### config.mk
export PLATFORM = sky130hd
export DESIGN_NAME = op_sequencer_flat
export DESIGN_NICKNAME = d
export VERILOG_FILES = /design/src/rtl/op_sequencer_if.sv /design/src/rtl/op_sequencer.sv /design/src/flat_wrapper.sv
export SDC_FILE = /design/constraint.sdc
export NUM_CORES = 1
export LEC_CHECK = 0
export CORE_ASPECT_RATIO = 1.4
export CORE_MARGIN = 4
export CORE_UTILIZATION = 50
export DETAILED_ROUTE_END_ITERATION = 7
export PLACE_DENSITY = 0.85
export SYNTH_ARGS = -nofsm -noshare
export SYNTH_HDL_FRONTEND = slang
export SYNTH_SLANG_ARGS = --single-unit
export TNS_END_PERCENT = 20
### constraint.sdc
create_clock -name clk -period 5.3 [get_ports clk]
set_input_delay 0.795 -clock clk [delete_from_list [all_inputs] [get_ports clk]]
set_output_delay 0.795 -clock clk [all_outputs]
set_load 0.01 [all_outputs]
### src/rtl/op_sequencer_if.sv
// Host-side handshake bundle for op_sequencer.
//   cmd_valid/cmd_ready/cmd_op    : command push channel (32-bit operation word)
//   dat_valid/dat_ready/dat_data  : serial page-load data channel
// master = host driving commands/data, slave = sequencer.
interface op_sequencer_if;
  logic        cmd_valid;
  logic        cmd_ready;
  logic [31:0] cmd_op;
  logic        dat_valid;
  logic        dat_ready;
  logic [31:0] dat_data;

  modport master (
    output cmd_valid, cmd_op, dat_valid, dat_data,
    input  cmd_ready, dat_ready
  );

  modport slave (
    input  cmd_valid, cmd_op, dat_valid, dat_data,
    output cmd_ready, dat_ready
  );
endinterface

### src/rtl/op_sequencer.sv
// Command scheduler in front of the matrix-multiply controller.
// Queues host operation words in a small FIFO and drives the controller's
// operation/in_data/enable/reset inputs. Multiplies hold their opcode for
// MULT_CYCLES, page loads forward one data word per accepted beat, and every
// op-1/op-2 command is followed by GAP_CYCLES of operation==0 so the
// controller's opcode rising-edge detect re-arms.
// Ports:
//   clk, reset (async, active-low)
//   host       : op_sequencer_if.slave (cmd_* push channel, dat_* load channel)
//   pause      : freeze sequencer and controller (FIFO push still allowed)
//   flush      : drop all queued commands (in-flight command completes)
//   operation, in_data : registered controller inputs
//   ctl_enable, ctl_reset : controller enable / synchronous reset
//   busy, done, err, q_count : status
module op_sequencer #(
  parameter int unsigned QDEPTH      = 4,
  parameter int unsigned MULT_CYCLES = 80,
  parameter int unsigned WLOAD_LEN   = 32,
  parameter int unsigned XLOAD_LEN   = 80,
  parameter int unsigned GAP_CYCLES  = 1
) (
  input  logic                      clk,
  input  logic                      reset,
  op_sequencer_if.slave             host,
  input  logic                      pause,
  input  logic                      flush,
  output logic [31:0]               operation,
  output logic [31:0]               in_data,
  output logic                      ctl_enable,
  output logic                      ctl_reset,
  output logic                      busy,
  output logic                      done,
  output logic                      err,
  output logic [$clog2(QDEPTH):0]   q_count
);
  localparam int unsigned AW = $clog2(QDEPTH);

  typedef enum logic [1:0] {S_IDLE, S_MULT, S_LOAD, S_GAP} state_t;

  state_t        r_state;
  logic [8:0]    r_cnt;
  logic [31:0]   r_cur_op;
  logic [31:0]   r_operation;
  logic [31:0]   r_in_data;
  logic          r_done;
  logic          r_err;
  logic          r_sync1;
  logic          r_sync2;

  logic [31:0]   r_mem [QDEPTH];
  logic [AW-1:0] r_wptr;
  logic [AW-1:0] r_rptr;
  logic [AW:0]   r_count;

  logic          w_run;
  logic          w_empty;
  logic          w_full;
  logic          w_push;
  logic          w_pop;
  logic          w_accept;
  logic [31:0]   w_head;

  // Sequencer only advances when not paused and the controller is out of reset.
  assign w_run   = !pause && !r_sync2;
  assign w_empty = (r_count == '0);
  assign w_full  = (r_count == (AW+1)'(QDEPTH));
  assign w_head  = r_mem[r_rptr];

  assign host.cmd_ready = !w_full && !r_sync2;
  // flush wins over both FIFO operations.
  assign w_push = host.cmd_valid && host.cmd_ready && !flush;
  assign w_pop  = (r_state == S_IDLE) && w_run && !w_empty && !flush;

  // dat_ready is gated by pause so a frozen LOAD never advertises a beat it
  // would not take.
  assign host.dat_ready = (r_state == S_LOAD) && w_run;
  assign w_accept       = host.dat_ready && host.dat_valid;

  assign operation  = r_operation;
  assign in_data    = r_in_data;
  assign ctl_reset  = r_sync2;
  assign ctl_enable = !pause && !r_sync2;
  assign busy       = (r_state != S_IDLE) || !w_empty;
  assign done       = r_done;
  assign err        = r_err;
  assign q_count    = r_count;

  // Controller reset: held for two edges after reset release.
  always_ff @(posedge clk or negedge reset) begin
    if (!reset) begin
      r_sync1 <= 1'b1;
      r_sync2 <= 1'b1;
    end else begin
      r_sync1 <= 1'b0;
      r_sync2 <= r_sync1;
    end
  end

  // Command FIFO pointers/occupancy.
  always_ff @(posedge clk or negedge reset) begin
    if (!reset) begin
      r_wptr  <= '0;
      r_rptr  <= '0;
      r_count <= '0;
    end else if (flush) begin
      r_wptr  <= '0;
      r_rptr  <= '0;
      r_count <= '0;
    end else begin
      if (w_push) r_wptr <= r_wptr + 1'b1;
      if (w_pop)  r_rptr <= r_rptr + 1'b1;
      case ({w_push, w_pop})
        2'b10:   r_count <= r_count + 1'b1;
        2'b01:   r_count <= r_count - 1'b1;
        default: r_count <= r_count;
      endcase
    end
  end

  // FIFO storage needs no reset: occupancy gates every read.
  always_ff @(posedge clk) begin
    if (w_push) r_mem[r_wptr] <= host.cmd_op;
  end

  // Sequencer FSM with registered controller outputs.
  always_ff @(posedge clk or negedge reset) begin
    if (!reset) begin
      r_state     <= S_IDLE;
      r_cnt       <= '0;
      r_cur_op    <= '0;
      r_operation <= '0;
      r_in_data   <= '0;
      r_done      <= 1'b0;
      r_err       <= 1'b0;
    end else begin
      r_done <= 1'b0;
      if (w_run) begin
        r_operation <= '0;
        case (r_state)
          S_IDLE: begin
            if (w_pop) begin
              r_cur_op <= w_head;
              case (w_head[3:0])
                4'd0: r_state <= S_IDLE;
                4'd1: begin
                  r_state <= S_MULT;
                  r_cnt   <= 9'(MULT_CYCLES);
                end
                4'd2: begin
                  r_state <= S_LOAD;
                  r_cnt   <= w_head[7] ? 9'(WLOAD_LEN) : 9'(XLOAD_LEN);
                end
                default: r_err <= 1'b1;
              endcase
            end
          end
          S_MULT: begin
            r_operation <= r_cur_op;
            if (r_cnt == 9'd1) begin
              r_state <= S_GAP;
              r_cnt   <= 9'(GAP_CYCLES);
              r_done  <= 1'b1;
            end else begin
              r_cnt <= r_cnt - 1'b1;
            end
          end
          S_LOAD: begin
            if (w_accept) begin
              r_operation <= r_cur_op;
              r_in_data   <= host.dat_data;
              if (r_cnt == 9'd1) begin
                r_state <= S_GAP;
                r_cnt   <= 9'(GAP_CYCLES);
                r_done  <= 1'b1;
              end else begin
                r_cnt <= r_cnt - 1'b1;
              end
            end
          end
          S_GAP: begin
            if (r_cnt == 9'd1) r_state <= S_IDLE;
            else               r_cnt   <= r_cnt - 1'b1;
          end
          default: r_state <= S_IDLE;
        endcase
      end
    end
  end
endmodule

### src/flat_wrapper.sv
// flat-port wrapper written by rule: the top's interface ports become plain ports
module op_sequencer_flat 
#(
  parameter int unsigned QDEPTH      = 4,
  parameter int unsigned MULT_CYCLES = 80,
  parameter int unsigned WLOAD_LEN   = 32,
  parameter int unsigned XLOAD_LEN   = 80,
  parameter int unsigned GAP_CYCLES  = 1
)
  (clk, reset, pause, flush, operation, in_data, ctl_enable, ctl_reset, busy, done, err, q_count, host_cmd_valid, host_cmd_op, host_dat_valid, host_dat_data, host_cmd_ready, host_dat_ready);
  op_sequencer_if host_i ();
  input  logic clk;
  input  logic reset;
  input  logic pause;
  input  logic flush;
  output logic [31:0] operation;
  output logic [31:0] in_data;
  output logic ctl_enable;
  output logic ctl_reset;
  output logic busy;
  output logic done;
  output logic err;
  output logic [$clog2(QDEPTH):0] q_count;
  input wire logic [$bits(host_i.cmd_valid)-1:0] host_cmd_valid;
  input wire logic [$bits(host_i.cmd_op)-1:0] host_cmd_op;
  input wire logic [$bits(host_i.dat_valid)-1:0] host_dat_valid;
  input wire logic [$bits(host_i.dat_data)-1:0] host_dat_data;
  output wire logic [$bits(host_i.cmd_ready)-1:0] host_cmd_ready;
  output wire logic [$bits(host_i.dat_ready)-1:0] host_dat_ready;
  assign host_i.cmd_valid = host_cmd_valid;
  assign host_i.cmd_op = host_cmd_op;
  assign host_i.dat_valid = host_dat_valid;
  assign host_i.dat_data = host_dat_data;
  assign host_cmd_ready = host_i.cmd_ready;
  assign host_dat_ready = host_i.dat_ready;
  op_sequencer #(.QDEPTH(QDEPTH), .MULT_CYCLES(MULT_CYCLES), .WLOAD_LEN(WLOAD_LEN), .XLOAD_LEN(XLOAD_LEN), .GAP_CYCLES(GAP_CYCLES)) u_core (.clk(clk), .reset(reset), .host(host_i), .pause(pause), .flush(flush), .operation(operation), .in_data(in_data), .ctl_enable(ctl_enable), .ctl_reset(ctl_reset), .busy(busy), .done(done), .err(err), .q_count(q_count));
endmodule
==> run_results.csv <==
group,metric,value,unit
cts,clockBufferDepth,3,
global_route,overflow,0,
drt,wire_per_inst,20.62,µm
critical_path,critical_path.startpoint,"u_core.r_state[0]",
critical_path,cp-endpoint,"busy",
floorplanning,start_util,51.24,%
drt,drt-total-wl,19.43,mm
floorplanning,die_width,124.9,µm
drt,drc,0,
sta,setup_slack,1.877,ns
cts,cts_buffers,24,
logic_synthesis,syn-num-nets,612,
power,p_total,0.004537,W
cts,ctsResizeCount,0,
status,status,"finished clean",
cts,cts_hold_buf,0,
logic_synthesis,synth_area_leaders,"edfxtp_1, dfrtp_1, mux4_2",
sta,rsz0062_at_grt,"false",
logic_synthesis,synthDistinctLibCells,59,
layout,n_fill_cell,1267,
drt,vias_per_cell,5.547,
logic_synthesis,synthMuxAreaShare,15.48,%
sta,slew_viol_final,0,
cts,cts_setup_buffers,0,
sta,hold_viol,0,
drt,vias,5225,
flow_run,drv_cap,0,
logic_synthesis,ys_ff_latch,246,
place,io_buffers,143,
cts,ctsRootBufferMaster,"clkbuf_16",
logic_synthesis,syn_inst,531,
layout,areaGrowthSynthToFinish,26.10,%
sta,slew_headroom,32.37,%
logic_synthesis,seq_area_frac_synth,71.05,%
critical_path,startpoint_type,"flop",
min_path,hp-class,"flop to flop",
place,placedCellCount,898,
sta,finalSetupViolCount,0,
drt,drt_iter0_drc,374,
power,vdd_ir_drop_max,0.2726,mV
critical_path,crit_fanout,10,
logic_synthesis,yosys_warnings,0,
floorplanning,coreArea,18680,µm²
logic_synthesis,synth_top_area_share,40.17,%
power,p_leak,4.654,nW
sta,skew,0.01026,ns
critical_path,reg2reg_from,"u_core.ctl_reset",
place,preCtsSetupSlack,1.895,ns
layout,fin_nets,761,
critical_path,reg2regPathDepth,6,
critical_path,endpoint_kind,"primary output",
layout,num_antenna_cells,0,
logic_synthesis,synth_top_family_by_area,"multiplexers",
logic_synthesis,synth_edf_count,128,
cts,cts_htree_levels,1,
power,p_per_area,376.0,nW/µm²
cts,cts_tree,"done",
global_route,grt_max_degree,80,
place,hpwl,12.42,mm
layout,drive_gt1_share,16.76,%
global_route,globalRouteTotalUtil,18.30,%
critical_path,crit_arrival,2.63,ns
floorplanning,row_count,59,
drt,firstDrtPassIters,4,
sta,period_minus_slack,3.423,ns
cts,clk_latency,0.51,ns
logic_synthesis,synthArstFlopShare,47.97,%
sta,tightest_slew,1.012,ns
global_route,grt_pass1_vias,5826,
logic_synthesis,synth_top_area_cell,"edfxtp_1",
cts,cts.clk_slew.worst_paths,0.07,ns
critical_path,cp.required,4.51,ns
logic_synthesis,synth-xor-area-share,0.5492,%
sta,tns,0,ns
logic_synthesis,synth.most_common_cell,"edfxtp_1",
logic_synthesis,synth_simple_gate_area_share,3.896,%
floorplanning,die_h,171.7,µm
logic_synthesis,synthAdderAreaFrac,1.517,%
critical_path,r2r_end,"u_core.r_cur_op[1]",
logic_synthesis,synth_area,9569,µm²
global_route,grt_first_pass_wirelength,31.24,mm
floorplanning,ios,144,
logic_synthesis,syn_area_per_cell,18.02,µm²
logic_synthesis,synth_compound_area_share,5.622,%
logic_synthesis,synthTopCellsByCount,"edfxtp_1, dfrtp_1, mux2_1",
critical_path,worstSetupPathType,"flop to primary output",
floorplanning,die-area,21450,µm²
logic_synthesis,synth_top_flop_cell,"edfxtp_1",
drt,ant_nets,0,
critical_path,r2r_slack,2.66,ns
place,finalWeightedCongestion,0.8133,
sta,min_period_over_period,64.58,%
global_route,grt_antenna_before_repair,0,
sta,fmax,292.2,MHz
cts,clkSinkCount,246,
layout,stdcell_count,942,
worst max-delay path, cell delays in order (launching register included):
cell	delay (ns)
dfrtp_1	0.42
inv_1	0.10
ha_1	0.40
clkinv_1	0.34
or2_2	0.38
clkdlybuf4s50_1	0.49
registers in the layout (all words and copies together) (netlist names):
| register | flops |
|---|---|
| u_core.operation | 32 |
| u_core.r_cur_op | 32 |
| u_core.q_count | 3 |
| u_core.r_wptr | 2 |
| u_core.in_data | 32 |
| u_core.r_state | 2 |
| u_core.ctl_reset | 1 |
| u_core.r_mem | 128 |
| u_core.done | 1 |
| u_core.r_cnt | 9 |
| u_core.r_sync1 | 1 |
| u_core.err | 1 |
| u_core.r_rptr | 2 |
report_power, final:
group	internal (W)	total (W)	switching, W	leakage, nW
Combinational	0.000260	0.000468	0.000208	1.54
Clock	0.00108	0.00177	0.000694	0.403
Sequential	0.00219	0.00230	0.000108	2.72
per-layer routing:
metal | up-vias | share of wire (%) | global-route usage (%) | wire [µm]
li1 | 2350 | - | - | -
met1 | 2673 | 38 | 21.30 | 7365
met3 | 33 | 5.9 | 4.007 | 1149
met4 | 0 | 2.2 | 5.613 | 431
met5 | - | 0 | 0 | 0
met2 | 169 | 54 | 34.06 | 10480
logic make-up after synthesis:
family / Yosys count
flip-flops: 246
adder cells (fa/ha/maj): 11
multiplexers: 99
AO/OA/AOI/OAI: 66
buffers and inverters: 38
AND/OR/NAND/NOR: 64
XOR/XNOR: 6
other: 1
final cells by class:
class / instances / area, µm² / share of cell area [%]
multi-input combinational: 247 / 2611 / 21.64
inverter: 14 / 55.05 / 0.4562
timing repair buffer: 147 / 1459 / 12.09
tap: 244 / 305.3 / 2.530
clock inverter: 13 / 176.4 / 1.462
sequential: 246 / 6802 / 56.37
clock buffer: 31 / 658.1 / 5.454
placed cells by master (no fill, tap or decap), types with 4 or more instances in the layout:
cell type,instances
a21oi_1,7
a22o_1,32
a31oi_1,6
and2_2,4
buf_4,5
bufinv_16,4
clkbuf_1,5
clkbuf_16,25
clkdlybuf4s50_1,142
clkinv_2,4
dfrtp_1,114
edfxtp_1,128
ha_1,10
inv_1,12
mux2_1,45
mux2_2,19
mux4_2,32
nand2_1,9
nor2_1,14
nor3_1,6
metrics by stage:
stage	util, %	cell area, µm²	hold WS, ns
after global placement	60.14	11230	0.3466
after floorplan	-	9569	0.3452
final	64.61	12070	0.3545
after detailed placement	60.14	11230	0.3499
after CTS	64.61	12070	0.3540
after global routing	64.61	12070	0.3597
worst min path at each step:
stage	to	from	cells past startpoint
finish	u_core.ctl_reset	u_core.r_sync1	0
global route	u_core.ctl_reset	u_core.r_sync1	0
CTS	u_core.ctl_reset	u_core.r_sync1	0
detailed placement	u_core.ctl_reset	u_core.r_sync1	0
global placement	u_core.ctl_reset	u_core.r_sync1	0
floorplan	u_core.ctl_reset	u_core.r_sync1	0
(Power assumes the default switching activity.)
